### src/rtl/serial_add_ctrl.sv
// serial_add_ctrl: bit-serial WIDTH-bit adder sharing one full adder over WIDTH cycles.
// Define SERIAL_ADD_SUB_EN to add the sub port (a - b via inverted B and carry-in of 1).
module fa_behavioral (
    input  logic a,
    input  logic b,
    input  logic ci,
    output logic s,
    output logic co
);
    assign s  = a ^ b ^ ci;
    assign co = (a & b) | (ci & (a ^ b));
endmodule

module serial_add_ctrl #(
    parameter int WIDTH = 8
) (
    input  logic             clk,
    input  logic             rst_n,
    input  logic             start,
    input  logic [WIDTH-1:0] a,
    input  logic [WIDTH-1:0] b,
    input  logic             ci_in,
`ifdef SERIAL_ADD_SUB_EN
    input  logic             sub,
`endif
    output logic             busy,
    output logic             done,
    output logic [WIDTH-1:0] sum,
    output logic             co_out
);
    localparam int CW = $clog2(WIDTH + 1);
    typedef enum logic [1:0] {IDLE, SHIFT, DONE} state_t;
    state_t           state;
    logic [WIDTH-1:0] a_sr, b_sr, res_sr;
    logic [CW-1:0]    count;
    logic             carry, fa_s, fa_co, b_in, ci_init;
`ifdef SERIAL_ADD_SUB_EN
    // Subtraction is folded into capture: B is stored inverted and carry starts at 1.
    assign b_in    = 1'b0;
    assign ci_init = sub | ci_in;
`else
    assign b_in    = 1'b0;
    assign ci_init = ci_in;
`endif
    fa_behavioral u_fa (.a(a_sr[0]), .b(b_sr[0]), .ci(carry), .s(fa_s), .co(fa_co));
    always_ff @(posedge clk or negedge rst_n) begin
        if (!rst_n) begin
            state  <= IDLE;
            busy   <= 1'b0;
            done   <= 1'b0;
            sum    <= '0;
            co_out <= 1'b0;
            a_sr   <= '0;
            b_sr   <= '0;
            res_sr <= '0;
            carry  <= 1'b0;
            count  <= '0;
        end else begin
            case (state)
                IDLE: if (start) begin
                    state <= SHIFT;
                    busy  <= 1'b1;
                    a_sr  <= a;
`ifdef SERIAL_ADD_SUB_EN
                    b_sr  <= sub ? ~b : b;
`else
                    b_sr  <= b ^ {WIDTH{b_in}};
`endif
                    carry <= ci_init;
                    count <= '0;
                end
                SHIFT: begin
                    a_sr   <= a_sr >> 1;
                    b_sr   <= b_sr >> 1;
                    res_sr <= {fa_s, res_sr[WIDTH-1:1]};
                    carry  <= fa_co;
                    count  <= count + 1'b1;
                    if (count == CW'(WIDTH - 1)) begin
                        state  <= DONE;
                        busy   <= 1'b0;
                        done   <= 1'b1;
                        sum    <= {fa_s, res_sr[WIDTH-1:1]};
                        co_out <= fa_co;
                    end
                end
                default: begin
                    state <= IDLE;
                    done  <= 1'b0;
                end
            endcase
        end
    end
endmodule

### config.mk
export PLATFORM = sky130hd
export DESIGN_NAME = serial_add_ctrl
export DESIGN_NICKNAME = d
export VERILOG_FILES = /design/src/rtl/serial_add_ctrl.sv
export SDC_FILE = /design/constraint.sdc
export NUM_CORES = 1
export LEC_CHECK = 0
export CAP_MARGIN = 20
export CORE_ASPECT_RATIO = 0.9
export CORE_MARGIN = 10
export CORE_UTILIZATION = 40
export DETAILED_ROUTE_END_ITERATION = 10
export HOLD_SLACK_MARGIN = 0.08
export PLACE_DENSITY = 0.63
export SYNTH_ARGS = -nofsm -noshare
export SYNTH_HDL_FRONTEND = slang
export SYNTH_SLANG_ARGS = --single-unit
### constraint.sdc
create_clock -name clk -period 4.1 [get_ports clk]
set_input_delay 0.615 -clock clk [delete_from_list [all_inputs] [get_ports clk]]
set_output_delay 0.615 -clock clk [all_outputs]
set_load 0.01 [all_outputs]
==> impl_metrics.csv, run 1 <==
group,metric,value,unit
power_and_ir_drop,power_frac_comb,36.6,%
worst_hold_path,hold_path.class,"in2async",
global_routing,grt_pass1_vias,1434,
routing,wirelength,4.02,mm
sta,finalCriticalPeriod,2380,ps
cts,cts_tree,"done",
cts,clockBufferDepth,2,
global_routing,grt_max_degree,42,
power_and_ir_drop,netSwitchingFraction,35.9,%
setup_path,crit_path_start_kind,"input pin",
layout,num_antenna_cells,0,
cts,cts_resized,0,
power_and_ir_drop,powerDensity,696,mW/mm^2
layout,syn_to_final_growth,22.2,%
sta,clock-skew-final,2.06,ps
floorplan,initial_utilization,41.4,%
power_and_ir_drop,internal_power,1.01,mW
setup_path,required,4290,ps
power_and_ir_drop,power.total,1.57,mW
setup_path,r2r_end,"sum[2]",
floorplan,io_pins,31,
setup_path,crit_fanout,19,
synth,synthTopCellsByArea,"dfrtp_1, mux2_2, nor2b_1",
sta,period_share,58.1,%
layout,drive_above_1_share,9.85,%
global_routing,gr-total-overflow,0,
place,dp_hpwl,2.76,mm
layout,nets,225,
routing,routed_via_density,5.09,
routing,wire_per_inst,15.2,um
sta,max_freq,0.420,GHz
synth,synth.top_cell.area_share,55.6,%
synth,syn_nets,197,
cts,clkTransAtPathRegs,70,ps
cts,postCtsSetupBuffers,0,
floorplan,core,0.00446,sq mm
floorplan,placement_rows,23,
global_routing,gr-usage-met1,13.8,%
global_routing,grt_use_met2,17.5,%
routing,drtAntennaViolNets,0,
floorplan,die_y,84.4,um
setup_path,reg2regPathDepth,3,
place,gp_congestion,0.706,
global_routing,grtUsageTotal,10.8,%
synth,ys_types,25,
place,portBuffers,30,
global_routing,busiest_layer,"met2",
sta,setup_viol,0,
routing,vias,1349,
job,cap_viol_max_count,0,
synth,yosysWarnings,0,
setup_path,path_class,"in2reg",
synth,ys_ff_latch,41,
setup_path,r2r_slack,1760,ps
sta,slew_violations,0,
global_routing,grt_pass1_wl,7.04,mm
power_and_ir_drop,peakVddDrop,0.000339,V
cts,worstSkewPairLatency,280,ps
setup_path,cp-end-kind,"flop",
global_routing,antenna_found_initial,0,
status,outcome,"finished, final reports clean",
sta,tightest_slew,917,ps
sta,relSlewSlack,38.9,%
floorplan,die-area,0.00773,sq mm
power_and_ir_drop,seq_power_share,46.7,%
power_and_ir_drop,p_leak,0.984,nW
sta,rsz0062_at_grt,"false",
routing,drt-initial-drc-count,50,
synth,syn_inst,175,
floorplan,die_w,91.6,um
cts,cts-buffers-inserted,5,
cts,holdBufCountCts,0,
synth,yosysSeqAreaShare,55.6,%
setup_path,cp_data_arrival_time,2580,ps
synth,netlist_area,0.00185,sq mm
cts,cts.htree.levels,2,
power_and_ir_drop,p_switching,0.564,mW
power_and_ir_drop,clkPwrFrac,16.6,%
synth,avgSynthCellArea,10.5,sq um
cts,numClockSinks,41,
sta,hold_viol,0,
sta,tns,0,ps
cts,cts_root_buf,"clkbuf_8",
global_routing,met3_usage,2.94,%
routing,first_pass_iters,4,
routing,drcViolationCount,0,
synth,yosysTopAreaCell,"dfrtp_1",
setup_path,timing.rr.start,"state[0]",
==> synthesized netlist by cell type (all sizes together) <==
cell type and count:
o311ai 1, nand2b 1, nor2 1, o21bai 1
a22oi 14, a21oi 17, fa 1, dfrtp 41
a21o 1, buf 6, o21ai 18, a22o 2
nand3 2, clkbuf 5, nor2b 18, nand2 27
o22ai 1, a41oi 1, nor3 1, inv 4
and3b 1, ha 1, mux2 10
==> state kept, by name, summed over array words and instances, names as in the netlist <==
register / flops
carry: 1
done: 1
co_out: 1
busy: 1
sum: 8
count: 4
res_sr: 7
state: 2
a_sr: 8
b_sr: 8
==> power by group through the flow <==
| stage | Clock [mW] | Combinational [mW] | Sequential, mW |
|---|---|---|---|
| 3_5_place_dp | 0 | 0.582 | 0.741 |
| 5_1_grt | 0.284 | 0.653 | 0.764 |
| 2_1_floorplan | 0 | 0.400 | 0.699 |
| 4_1_cts | 0.270 | 0.586 | 0.734 |
| 6_report | 0.261 | 0.575 | 0.734 |
| 3_3_place_gp | 0 | 0.557 | 0.728 |
==> layout by cell type (no fill, tap or decap), types with 2 or more instances in the layout <==
| cell | n |
|---|---|
| dfrtp_1 | 41 |
| clkdlybuf4s50_1 | 29 |
| nand2_1 | 27 |
| nor2b_1 | 18 |
| o21ai_0 | 18 |
| a21oi_1 | 17 |
| a22oi_1 | 14 |
| mux2_2 | 10 |
| clkbuf_8 | 6 |
| inv_1 | 4 |
| nand3_1 | 2 |
| a22o_1 | 2 |
| buf_4 | 2 |
==> layout make-up <==
type / instances / area (sq um)
multi-input combinational: 119 / 741
tap: 62 / 77.6
timing repair buffer: 32 / 310
sequential: 41 / 1030
inverter: 4 / 15.0
clock buffer: 7 / 86.3
fill: 418 / 2200
==> per-stage QoR <==
step                      instances  worst slack (ps)  area [sq um]  hold slack [ps]  util, %
final                           265              1720          2260              465     50.6
after detailed placement        257              1090          2160              463     48.5
after global placement          257              1250          2160              455     48.5
after global routing            265              1540          2260              498     50.6
after CTS                       264              1400          2250              483     50.4
after floorplan                 175              2620          1850              319        -
==> logic make-up (layout without fill, tap and decap cells) <==
| logic type | after synthesis | in the layout | share of synthesized area [%] |
|---|---|---|---|
| buffers and inverters | 15 | 43 | 4.27 |
| adder cells (fa/ha/maj) | 2 | 2 | 1.76 |
| AO/OA/AOI/OAI | 56 | 56 | 18.2 |
| AND/OR/NAND/NOR | 51 | 51 | 14.0 |
| flip-flops | 41 | 41 | 55.6 |
| multiplexers | 10 | 10 | 6.10 |
==> critical path, stage by stage <==
cell and delay, ps:
clkdlybuf4s50_1 880, nor2b_1 570, buf_4 280, a21oi_1 70, o21ai_0 160
==> metal layers <==
metal  wire [um]  vias to the layer above
met1        1890                      650
met2        1920                       30
met5           0                        -
met4          35                        0
li1            -                      665
met3         167                        4
==> worst max path at each step <==
| stage | slack, ps | endpoint | from | depth (start not counted) |
|---|---|---|---|---|
| after floorplan | 2620 | co_out | state[1] | 5 |
| after global placement | 1250 | b_sr[6] | start | 4 |
| after detailed placement | 1090 | b_sr[6] | start | 4 |
| after CTS | 1400 | b_sr[6] | start | 4 |
| after global routing | 1540 | sum[2] | state[0] | 3 |
| final | 1720 | a_sr[3] | start | 5 |
Power figures use the tool's default switching activity.
==> inputs of run 2 (changes only) <==
clock period = 2.2 ns   (was 4.1 ns; I/O delays follow)
==> impl_metrics.csv, run 2 (synthesis results as in run 1) <==
group,metric,value,unit
status,outcome,"finished, final reports clean",
routing,vias,1373,
global_routing,gr-usage-met1,12.6,%
sta,slew_violations,0,
layout,multi_input_area,741,sq um
routing,first_pass_iters,4,
floorplan,io_pins,31,
sta,tightest_slew,888,ps
job,cap_viol_max_count,0,
power_and_ir_drop,p_leak,1.02,nW
sta,clock-skew-final,4.24,ps
cts,clockBufferDepth,2,
setup_path,required,2380,ps
global_routing,grt_max_degree,42,
routing,drt-initial-drc-count,48,
layout,syn_to_final_growth,25.5,%
setup_path,path_class,"reg2reg",
global_routing,grtUsageTotal,10.9,%
floorplan,die_w,91.6,um
routing,wire_per_inst,14.9,um
sta,setup_viol,0,
cts,cts.htree.levels,2,
cts,holdBufCountCts,0,
floorplan,die-area,0.00773,sq mm
global_routing,busiest_layer,"met2",
cts,clkTransAtPathRegs,80,ps
cts,cts_resized,0,
setup_path,crit_fanout,12,
cts,cts-buffers-inserted,5,
global_routing,antenna_found_initial,0,
power_and_ir_drop,power.total,3.09,mW
sta,tns,0,ps
layout,postLayoutCellArea,0.00232,sq mm
power_and_ir_drop,powerDensity,1330,mW/mm^2
floorplan,initial_utilization,41.4,%
cts,numClockSinks,41,
routing,wirelength,4.02,mm
place,placedCellCount,262,
sta,relSlewSlack,40.8,%
setup_path,cp_data_arrival_time,1950,ps
global_routing,grt_use_met2,17.9,%
layout,layout_common_cells,"dfrtp_1, clkdlybuf4s50_1, nand2_1",
layout,nets,229,
layout,fillers,393,
routing,drtAntennaViolNets,0,
global_routing,grt_pass1_vias,1444,
cts,cts_root_buf,"clkbuf_8",
sta,hold_viol,0,
setup_path,crit_path_start_kind,"flop",
setup_path,reg2regPathDepth,3,
cts,cts_tree,"done",
layout,drive_above_1_share,12.0,%
place,placed_area,0.00220,sq mm
layout,fin_cells,270,
global_routing,met3_usage,3.65,%
setup_path,cp-end-kind,"flop",
layout,top_regs,"a_sr (8), b_sr (8), sum (8)",
global_routing,gr-total-overflow,0,
floorplan,placement_rows,23,
place,portBuffers,30,
layout,seq_area,0.00103,sq mm
sta,finalCriticalPeriod,1780,ps
sta,max_freq,0.563,GHz
floorplan,core,0.00446,sq mm
cts,postCtsSetupBuffers,0,
worst_hold_path,hold_path.class,"in2async",
power_and_ir_drop,peakVddDrop,0.000512,V
sta,rsz0062_at_grt,"false",
sta,period_share,80.7,%
layout,layout.cells.most_common,"dfrtp_1",
place,gp_congestion,0.749,
place,dp_hpwl,2.84,mm
routing,routed_via_density,5.09,
layout,num_antenna_cells,0,
routing,drcViolationCount,0,
floorplan,die_y,84.4,um
global_routing,grt_pass1_wl,6.95,mm
sta,whs,160,ps
cts,worstSkewPairLatency,290,ps
==> run 2: area by class of cell <==
| type | instances | area share (%) |
|---|---|---|
| clock inverters | 1 | 1.30 |
| well taps | 62 | 3.35 |
| repair buffers | 36 | 14.7 |
| multi-input cells | 119 | 32.0 |
| flip-flops and latches | 41 | 44.3 |
| clock buffers | 7 | 3.73 |
| inverters | 4 | 0.648 |
==> run 2: worst paths after layout <==
check / start / to / slack, ps
max reg2reg: state[1] / sum[1] / 420
min: rst_n / b_sr[4] / 160
max in group asynchronous: rst_n / a_sr[2] / 1490
min reg2reg: done / done / 490
max: state[1] / sum[1] / 420
min in group clk: done / done / 490
==> run 2: power by group <==
part	internal, mW	switching (mW)	total, mW	leakage (nW)
logic	0.592	0.591	1.18	0.430
registers	1.07	0.218	1.29	0.528
clock network	0.370	0.250	0.620	0.0585
==> run 2: critical path: stages, from the launching register on <==
cell	delay, ps
dfrtp_1	380
nand2b_1	320
nor3_4	550
mux2_2	410
==> run 2: metal layers <==
| layer | wire length (um) | vias to the layer above |
|---|---|---|
| met2 | 2020 | 33 |
| met1 | 1720 | 661 |
| li1 | - | 673 |
| met4 | 66 | 0 |
| met5 | 0 | - |
| met3 | 209 | 6 |
==> run 2: per-stage QoR <==
step / setup WS, ps / util [%]
2_1_floorplan: 725 / -
3_3_place_gp: 465 / 49.3
3_5_place_dp: 382 / 49.3
4_1_cts: 397 / 51.9
5_1_grt: 294 / 51.9
6_report: 424 / 51.9
==> inputs of run 3 (changes only) <==
PLACE_DENSITY = 0.65   (was 0.63)
clock period = 1.5 ns   (was 2.2 ns; I/O delays follow)
==> impl_metrics.csv, run 3 (synthesis results as in run 1) <==
group,metric,value,unit
status,outcome,"finished, final reports clean",
sta,tns,0,ps
floorplan,core,0.00446,sq mm
power_and_ir_drop,peakVddDrop,0.000692,V
layout,num_antenna_cells,0,
routing,vias,1439,
setup_path,slowest_stage,"dfrtp_1",
global_routing,gr-total-overflow,0,
place,placed_area,0.00227,sq mm
sta,fin_ws,19.9,ps
place,pre_cts_slack,-25.7,ps
setup_path,crit_chain,"ha_2 > nand2_2 > nor3_4 > buf_6 > mux2_2",
sta,max_freq,0.676,GHz
worst_hold_path,hold_path.class,"in2async",
setup_path,crit_family,"flip-flops",
layout,fillers,401,
cts,cts_tree,"done",
global_routing,antenna_found_initial,0,
floorplan,initial_utilization,41.4,%
layout,postLayoutCellArea,0.00241,sq mm
cts,worstSkewPairLatency,300,ps
place,placedCellCount,270,
sta,relSlewSlack,69.2,%
power_and_ir_drop,power.total,4.53,mW
setup_path,crit_path_start_kind,"flop",
setup_path,critPathMaxStageDelay,400,ps
floorplan,die-area,0.00773,sq mm
layout,layout.cells.most_common,"dfrtp_1",
power_and_ir_drop,powerDensity,1880,mW/mm^2
layout,seq_area,0.00103,sq mm
cts,cts_root_buf,"clkbuf_8",
setup_path,r2r_slack,20,ps
setup_path,required,1670,ps
routing,drcViolationCount,0,
sta,hold_viol,0,
setup_path,crit_fanout,7,
layout,layout_common_cells,"dfrtp_1, clkdlybuf4s50_1, nand2_1",
routing,wire_per_inst,14.9,um
cts,cts-buffers-inserted,5,
cts,cts.htree.levels,2,
setup_path,timing.rr.start,"count[1]",
sta,finalCriticalPeriod,1480,ps
sta,period_share,98.7,%
global_routing,grt_pass1_vias,1479,
global_routing,grt_max_degree,24,
layout,multi_input_area,757,sq um
setup_path,cp_num_buf_inv,1,
cts,clockBufferDepth,2,
layout,final_util,54.0,%
routing,drtAntennaViolNets,0,
routing,drt-initial-drc-count,106,
sta,tightest_slew,462,ps
layout,drive_above_1_share,17.4,%
sta,whs,413,ps
floorplan,die_y,84.4,um
layout,nets,240,
setup_path,path_class,"reg2reg",
layout,syn_to_final_growth,30.4,%
cts,clkTransAtPathRegs,80,ps
global_routing,grtUsageTotal,11.3,%
setup_path,reg2regPathDepth,5,
sta,slew_violations,0,
cts,numClockSinks,41,
floorplan,die_w,91.6,um
routing,first_pass_iters,4,
layout,fin_cells,281,
setup_path,startpoint,"count[1]",
job,cap_viol_max_count,0,
floorplan,io_pins,31,
sta,clock-skew-final,11.2,ps
global_routing,grt_pass1_wl,7.11,mm
setup_path,cp_data_arrival_time,1650,ps
setup_path,r2r_end,"sum[1]",
sta,setup_viol,0,
place,dp_hpwl,3.13,mm
setup_path,cp-end-kind,"flop",
floorplan,placement_rows,23,
layout,top_regs,"a_sr (8), b_sr (8), sum (8)",
sta,rsz0062_at_grt,"true",
routing,wirelength,4.18,mm
place,gp_congestion,0.758,
routing,routed_via_density,5.12,
power_and_ir_drop,p_leak,1.07,nW
place,portBuffers,30,
-- run 3: changes by cell type in the layout (fill, tap and decap cells not counted), sizes merged --
cell and delta:
clkinvlp +1, bufinv -1, dlygate4sd3 +1, buf +10
clkinv +2, clkbuf -2
-- run 3: worst max path at each step --
| stage | endpoint | slack (ps) | depth (start not counted) |
|---|---|---|---|
| after floorplan | co_out | 20 | 5 |
| after global placement | sum[4] | 60 | 5 |
| after detailed placement | b_sr[7] | -30 | 5 |
| after CTS | sum[7] | 6 | 5 |
| after global routing | sum[5] | -50 | 5 |
| final | sum[1] | 20 | 5 |
-- run 3: repair_timing --
item                                   4_1_cts  5_1_grt
buffers inserted                             0        2
endpoints found under the hold margin       18        0
setup endpoints to repair                    6        9
gates resized for setup                      2        5
hold buffers                                 1        0
gates cloned                                 0        0
-- run 3: worst register-to-register path, stage by stage (launching register included) --
cell and delay (ps):
dfrtp_1 400, ha_2 220, nand2_2 80, nor3_4 170, buf_6 160, mux2_2 330
-- run 3: final cells by class --
type	count	area share (%)
multi-input cells	119	31.4
clock buffers	5	2.86
repair buffers	47	18.5
well taps	62	3.22
flip-flops and latches	41	42.6
inverters	4	0.624
clock inverters	3	0.728
-- run 3: where the power goes --
part	internal [mW]	leakage [nW]	switching [mW]	total (mW)
clock network	0.321	0.0439	0.379	0.700
registers	1.57	0.528	0.334	1.90
logic	1.01	0.496	0.915	1.93
-- run 3: per-layer routing --
metal	GRT usage (%)	up-vias	wire [um]
li1	-	695	-
met4	4.98	0	68
met1	14.1	716	1940
met5	0	-	0
met2	17.4	21	1970
met3	3.56	7	206
